--- src/rtl/slice_demux_ctrl.sv ---
// rtl/slice_demux_ctrl.sv - frame sequencer and credit-based flow control ahead of slice_demux
// Optional macro SLICE_DEMUX_CTRL_WATCHDOG_EN adds a DATA-state stall watchdog.
module slice_demux_ctrl #(
   parameter int MAX_NBR_SLICES = 2,
   parameter int FIFO_DEPTH     = 16,
   parameter int CREDIT_MARGIN  = 2,
   parameter int PPS_WORDS      = 4,
   parameter int WDOG_CYCLES    = 4096
) (
   input  logic                      clk,
   input  logic                      rst,
   input  logic                      flush,
   input  logic [9:0]                slices_per_line,
   input  logic [15:0]               chunk_size,
   input  logic [15:0]               lines_per_frame,
   input  logic [255:0]              s_data,
   input  logic                      s_valid,
   output logic                      s_ready,
   output logic [255:0]              in_data,
   output logic                      in_valid,
   output logic                      in_sof,
   output logic                      data_in_is_pps,
   input  logic [MAX_NBR_SLICES-1:0] demux_out_valid,
   input  logic [MAX_NBR_SLICES-1:0] fifo_pop,
   output logic                      frame_done,
   output logic                      credit_err,
   output logic                      wdog_err
);
   localparam int CW = $clog2(FIFO_DEPTH + 1);
   localparam int PW = $clog2(PPS_WORDS + 1);

   typedef enum logic [2:0] {S_IDLE, S_PPS, S_SOF, S_DATA, S_DONE} state_t;

   state_t                    state, state_nxt;
   logic [CW-1:0]             credit [MAX_NBR_SLICES];
   logic [MAX_NBR_SLICES-1:0] sat_hit;
   logic [9:0]                slices_reg;
   logic [PW-1:0]             pps_cnt;
   logic [42:0]               byte_cnt;
   logic [41:0]               frame_bytes;
   logic                      clr, credit_ok, accept, last_pps, last_data, zero_frame, wdog_to;

   assign clr         = rst | flush;
   assign frame_bytes = 42'(chunk_size) * 42'(slices_reg) * 42'(lines_per_frame);
   assign zero_frame  = (frame_bytes == 42'd0);
   assign last_data   = (byte_cnt + 43'd32) >= {1'b0, frame_bytes};
   assign last_pps    = (pps_cnt == PW'(PPS_WORDS - 1));

   // Only the slices active on this line need headroom for the next word.
   always_comb begin
      credit_ok = 1'b1;
      for (int i = 0; i < MAX_NBR_SLICES; i++)
         if (10'(i) < slices_reg && credit[i] < CW'(CREDIT_MARGIN))
            credit_ok = 1'b0;
   end

   assign s_ready = ~clr & ((state == S_PPS) | ((state == S_DATA) & credit_ok));
   assign accept  = s_valid & s_ready;

   always_comb begin
      state_nxt = state;
      case (state)
         S_IDLE: state_nxt = S_PPS;
         S_PPS:  if (accept && last_pps) state_nxt = S_SOF;
         S_SOF:  state_nxt = zero_frame ? S_DONE : S_DATA;
         S_DATA: begin
            if (wdog_to)                    state_nxt = S_PPS;
            else if (accept && last_data)   state_nxt = S_DONE;
         end
         S_DONE: state_nxt = S_PPS;
         default: state_nxt = S_IDLE;
      endcase
   end

   always_ff @(posedge clk) begin
      if (clr) begin
         state          <= S_IDLE;
         in_data        <= '0;
         in_valid       <= 1'b0;
         data_in_is_pps <= 1'b0;
         in_sof         <= 1'b0;
         frame_done     <= 1'b0;
         pps_cnt        <= '0;
         byte_cnt       <= '0;
         slices_reg     <= '0;
      end else begin
         state          <= state_nxt;
         in_valid       <= accept;
         data_in_is_pps <= accept & (state == S_PPS);
         if (accept) in_data <= s_data;
         in_sof         <= (state == S_SOF);
         frame_done     <= (state == S_DONE);
         if (state == S_IDLE || state == S_PPS)
            slices_reg <= (slices_per_line > 10'(MAX_NBR_SLICES)) ? 10'(MAX_NBR_SLICES) : slices_per_line;
         if (state != S_PPS) pps_cnt <= '0;
         else if (accept)    pps_cnt <= pps_cnt + PW'(1);
         if (state != S_DATA) byte_cnt <= '0;
         else if (accept)     byte_cnt <= byte_cnt + 43'd32;
      end
   end

   // A simultaneous push and pop cancel out and can never saturate.
   always_comb begin
      sat_hit = '0;
      for (int i = 0; i < MAX_NBR_SLICES; i++)
         sat_hit[i] = (demux_out_valid[i] & ~fifo_pop[i] & (credit[i] == '0)) |
                      (fifo_pop[i] & ~demux_out_valid[i] & (credit[i] == CW'(FIFO_DEPTH)));
   end

   always_ff @(posedge clk) begin
      for (int i = 0; i < MAX_NBR_SLICES; i++) begin
         if (clr)
            credit[i] <= CW'(FIFO_DEPTH);
         else if (demux_out_valid[i] && !fifo_pop[i] && credit[i] != '0)
            credit[i] <= credit[i] - CW'(1);
         else if (fifo_pop[i] && !demux_out_valid[i] && credit[i] != CW'(FIFO_DEPTH))
            credit[i] <= credit[i] + CW'(1);
      end
      if (clr) credit_err <= 1'b0;
      else     credit_err <= credit_err | (|sat_hit);
   end

`ifdef SLICE_DEMUX_CTRL_WATCHDOG_EN
   localparam int WW = $clog2(WDOG_CYCLES + 1);
   logic [WW-1:0] wdog_cnt;

   assign wdog_to = (state == S_DATA) && !accept && (wdog_cnt == WW'(WDOG_CYCLES - 1));

   always_ff @(posedge clk) begin
      if (clr || state != S_DATA || accept) wdog_cnt <= '0;
      else                                  wdog_cnt <= wdog_cnt + WW'(1);
      if (clr)          wdog_err <= 1'b0;
      else if (wdog_to) wdog_err <= 1'b1;
   end
`else
   assign wdog_to  = 1'b0;
   assign wdog_err = 1'b0;
`endif
endmodule

--- config.mk ---
export PLATFORM = sky130hd
export DESIGN_NAME = slice_demux_ctrl
export DESIGN_NICKNAME = d
export VERILOG_FILES = /design/src/rtl/slice_demux_ctrl.sv
export SDC_FILE = /design/constraint.sdc
export NUM_CORES = 2
export LEC_CHECK = 0
export ABC_AREA = 1
export BUFFER_PORTS_ARGS = -buffer_cell sky130_fd_sc_hd__buf_4
export CORE_ASPECT_RATIO = 0.9
export CORE_MARGIN = 1
export CORE_UTILIZATION = 39
export DETAILED_ROUTE_END_ITERATION = 8
export GPL_ROUTABILITY_DRIVEN = 0
export PLACE_DENSITY = 0.69
export SYNTH_ARGS = -nofsm -noshare
export SYNTH_HDL_FRONTEND = slang
export SYNTH_SLANG_ARGS = --single-unit
export TNS_END_PERCENT = 20
--- constraint.sdc ---
create_clock -name clk -period 22.2 [get_ports clk]
set_input_delay 4.44 -clock clk [delete_from_list [all_inputs] [get_ports clk]]
set_output_delay 4.44 -clock clk [all_outputs]
set_load 0.005 [all_outputs]
==> metrics.txt <==
run status=finished clean; Largest register FFs=256; max-slew violation count=0; Vias=30.1k; min-delay worst type=flip-flop to flip-flop; maximum buffer depth of the clock tree=3; DR WL/cell=18.8 um; final critical delay including setup and external delays=15,800 ps; hold-fix buffers at CTS=0; transition time at the pin with the least slew margin=1330 ps; start-to-end type of the worst setup path=input port to flip-flop; Num Clock Sinks=325; setup violation total in the final timing report=0; number of buffer and inverter stages on the critical path=7; final hold violation count=0; via density per instance=5.01; final setup skew=23.5 ps; number of nets with antenna violations after routing=0; Starting Density=0.396; area share of the leading cell type in the synthesized netlist=0.271; most instantiated library cell after synthesis=sky130_fd_sc_hd__nor2_1; number of buffers inserted during clock tree synthesis=38; Max Freq=0.0633 GHz; Placed Cells incl. Taps=5,944; DRC violation count after routing=0; share of the cycle needed by the critical path after routing=0.712; type of destination of the critical path=flip-flop; dominant synthesized flop cell=sky130_fd_sc_hd__dfxtp_1; most numerous cell on the critical path=sky130_fd_sc_hd__nand2_1; vias in the first global route=29.6k; setup repair bufs after CTS=0; Worst EP arrival=16,220 ps; clock insertion delay at the later pin of the skew report=560 ps; Synthesis Warnings=0; biggest regs=in_data x256, byte_cnt x38; die width=308 um; wire length of the first global-routing pass=173,000 um; vertical die dimension=278 um; overall power of the completed layout=1.93 mW; total negative setup slack=0 ps; core utilization of the finished layout=0.470; post-synthesis cell area=32,900 um^2; ratio of total power to cell area=49.3 nW/um^2; fraction of layout instances using a drive strength above 1=0.152; number of I/O port buffers=567; number of I/O pins=569; delay-heaviest family, CP=adder cells; floorplan die area=85,600 um^2; number of DRC markers after the initial detailed-route iteration=2,607; register bit total from synthesis=325; synthesized netlist net count=5,401; Seq/Total Area, Yosys=0.201; Total Nets Final=5,832; WP data required=22,620 ps; number of gates resized after CTS=0; number of distinct library cells after synthesis=56; clock root buffer=sky130_fd_sc_hd__clkbuf_16; global-route total usage across every layer=0.264; floorplan core area=83,200 um^2; layout overhead on the synthesized area=18.9%; cell at the slowest stage of the critical path=sky130_fd_sc_hd__xor2_1; maximum number of pins on one net before global-route repair=192; initial antenna violation count=3; clock tree from TritonCTS=done; register containing the most flip-flops in the final layout=in_data; number of instances in the synthesized netlist=4,431; per-instance average area after synthesis=7.43 um^2; setup repair after global routing missed its margin=false; ranking of synthesized cells by instance count=sky130_fd_sc_hd__nor2_1 (893), sky130_fd_sc_hd__inv_1 (807), sky130_fd_sc_hd__nand2_1 (777); worst voltage drop across the vdd grid=0.0500 mV; clock input transition at the sequential cells of the worst setup and hold paths=60 ps; CTS H-tree lvls=2; Max-cap violations=0; placed wire-length estimate after detailed placement=92,100 um; maximum fanout along the worst path=10; total grt overflow=0; standard-cell rows=100; library cell occupying the most area in the post-synthesis netlist=sky130_fd_sc_hd__fa_1; slowest cell delay on critical path=930 ps; routed wire length=113,000 um; largest cells by area after synthesis=sky130_fd_sc_hd__fa_1 (27%), sky130_fd_sc_hd__dfxtp_1 (19%), sky130_fd_sc_hd__nor2_1 (10%); Worst setup SP type=input port; EDFF count, synth=10; post-synthesis async set-or-reset flop share=0; max_slew headroom=0.102; filler-free cell count of the finished design=6,014; Pre-antenna DRT Iters=8; leakage power=18.7 nW
[per-stage QoR]
stage	hold WS [ps]	cell area, um^2	worst slack (ps)
2_1_floorplan	440	32900	7260
3_3_place_gp	460	37900	6000
3_5_place_dp	472	37900	5970
4_1_cts	485	39100	6530
5_1_grt	504	39100	5650
6_report	480	39100	6400
[final cells by class]
type / instances / area, um^2
sequential: 325 / 6610
inverter: 821 / 3090
clock buffer: 55 / 1100
clock inverter: 13 / 100
tap: 1122 / 1400
fill: 8272 / 44100
timing repair buffer: 585 / 4400
multi-input combinational: 3091 / 22400
antenna: 2 / 5.00
[worst register-to-register path, delay by kind of cell, from the launching register on]
family | cells | cell delay [ps]
flops | 1 | 830
simple gates | 30 | 2990
compound gates | 3 | 480
buf+inv | 6 | 680
xor+xnor | 1 | 930
fa+ha+maj | 14 | 6600
[path summary, 6_finish.rpt]
path,startpoint,endpoint,slack (ps),depth (start not counted)
setup / recovery,chunk_size[3],state[0]$_SDFFE_PP0P_,6400,55
hold / removal,in_data[33]$_SDFFE_PP0P_,in_data[33]$_SDFFE_PP0P_,480,2
setup reg to reg,slices_reg[3]$_SDFFE_PP0P_,state[0]$_SDFFE_PP0P_,9560,54
hold reg to reg,in_data[33]$_SDFFE_PP0P_,in_data[33]$_SDFFE_PP0P_,480,2
[cells in the final DEF, fill, tap and decap left out, types with 3 or more instances in the layout]
| cell type | synthesis | layout |
|---|---|---|
| sky130_fd_sc_hd__nor2_1 | 893 | 893 |
| sky130_fd_sc_hd__inv_1 | 807 | 807 |
| sky130_fd_sc_hd__nand2_1 | 777 | 777 |
| sky130_fd_sc_hd__buf_4 | 15 | 584 |
| sky130_fd_sc_hd__fa_1 | 445 | 445 |
| sky130_fd_sc_hd__dfxtp_1 | 315 | 315 |
| sky130_fd_sc_hd__o21ai_0 | 314 | 314 |
| sky130_fd_sc_hd__ha_1 | 219 | 219 |
| sky130_fd_sc_hd__a21oi_1 | 99 | 99 |
| sky130_fd_sc_hd__nand3_1 | 82 | 82 |
| sky130_fd_sc_hd__xor2_1 | 52 | 51 |
| sky130_fd_sc_hd__or2_2 | 41 | 41 |
| sky130_fd_sc_hd__clkbuf_16 | 0 | 38 |
| sky130_fd_sc_hd__nand4_1 | 29 | 29 |
| sky130_fd_sc_hd__nor3_1 | 22 | 22 |
| sky130_fd_sc_hd__xnor2_1 | 17 | 16 |
| sky130_fd_sc_hd__nor2_2 | 16 | 15 |
| sky130_fd_sc_hd__nand3b_1 | 13 | 13 |
| sky130_fd_sc_hd__edfxtp_1 | 10 | 10 |
| sky130_fd_sc_hd__clkbuf_8 | 0 | 9 |
| sky130_fd_sc_hd__clkbuf_1 | 140 | 8 |
| sky130_fd_sc_hd__clkinv_1 | 7 | 7 |
| sky130_fd_sc_hd__nor4_1 | 6 | 6 |
| sky130_fd_sc_hd__inv_2 | 6 | 5 |
| sky130_fd_sc_hd__nor3_2 | 5 | 5 |
| sky130_fd_sc_hd__a211oi_1 | 5 | 5 |
| sky130_fd_sc_hd__clkinv_2 | 0 | 5 |
| sky130_fd_sc_hd__nand4_2 | 4 | 4 |
| sky130_fd_sc_hd__nand3_2 | 4 | 4 |
| sky130_fd_sc_hd__o21ai_1 | 4 | 4 |
| sky130_fd_sc_hd__xnor2_2 | 3 | 4 |
| sky130_fd_sc_hd__or2_1 | 4 | 4 |
| sky130_fd_sc_hd__inv_6 | 0 | 4 |
| sky130_fd_sc_hd__o21bai_1 | 3 | 3 |
| sky130_fd_sc_hd__a21o_1 | 3 | 3 |
| sky130_fd_sc_hd__a31oi_1 | 3 | 3 |
[cell families (layout without fill, tap and decap cells)]
family	Yosys count	count (layout)	share of synthesized area
xor gates and xnor gates	73	73	0.0207
AOI/OAI and AO/OA	444	444	0.0705
and+or+nand+nor	1908	1908	0.234
DFF	325	325	0.201
buffers and inverters	1015	1474	0.120
muxes	1	1	0.000304
other	1	3	0.000114
adders and majority gates	664	664	0.354
[routing by layer]
layer / track usage / vias to the layer above / share of wire
met5: 0 / - / 0
met4: 0.0876 / 0 / 0.034
met3: 0.0733 / 187 / 0.11
met2: 0.408 / 1377 / 0.45
met1: 0.355 / 14400 / 0.41
li1: - / 14100 / -
[power by group]
| part | leakage (nW) | internal, mW | switching (mW) |
|---|---|---|---|
| Clock | 0.591 | 0.349 | 0.264 |
| Sequential | 2.65 | 0.592 | 0.00524 |
| Combinational | 15.5 | 0.258 | 0.461 |
| Total | 18.7 | 1.20 | 0.730 |
Power figures use the tool's default switching activity.
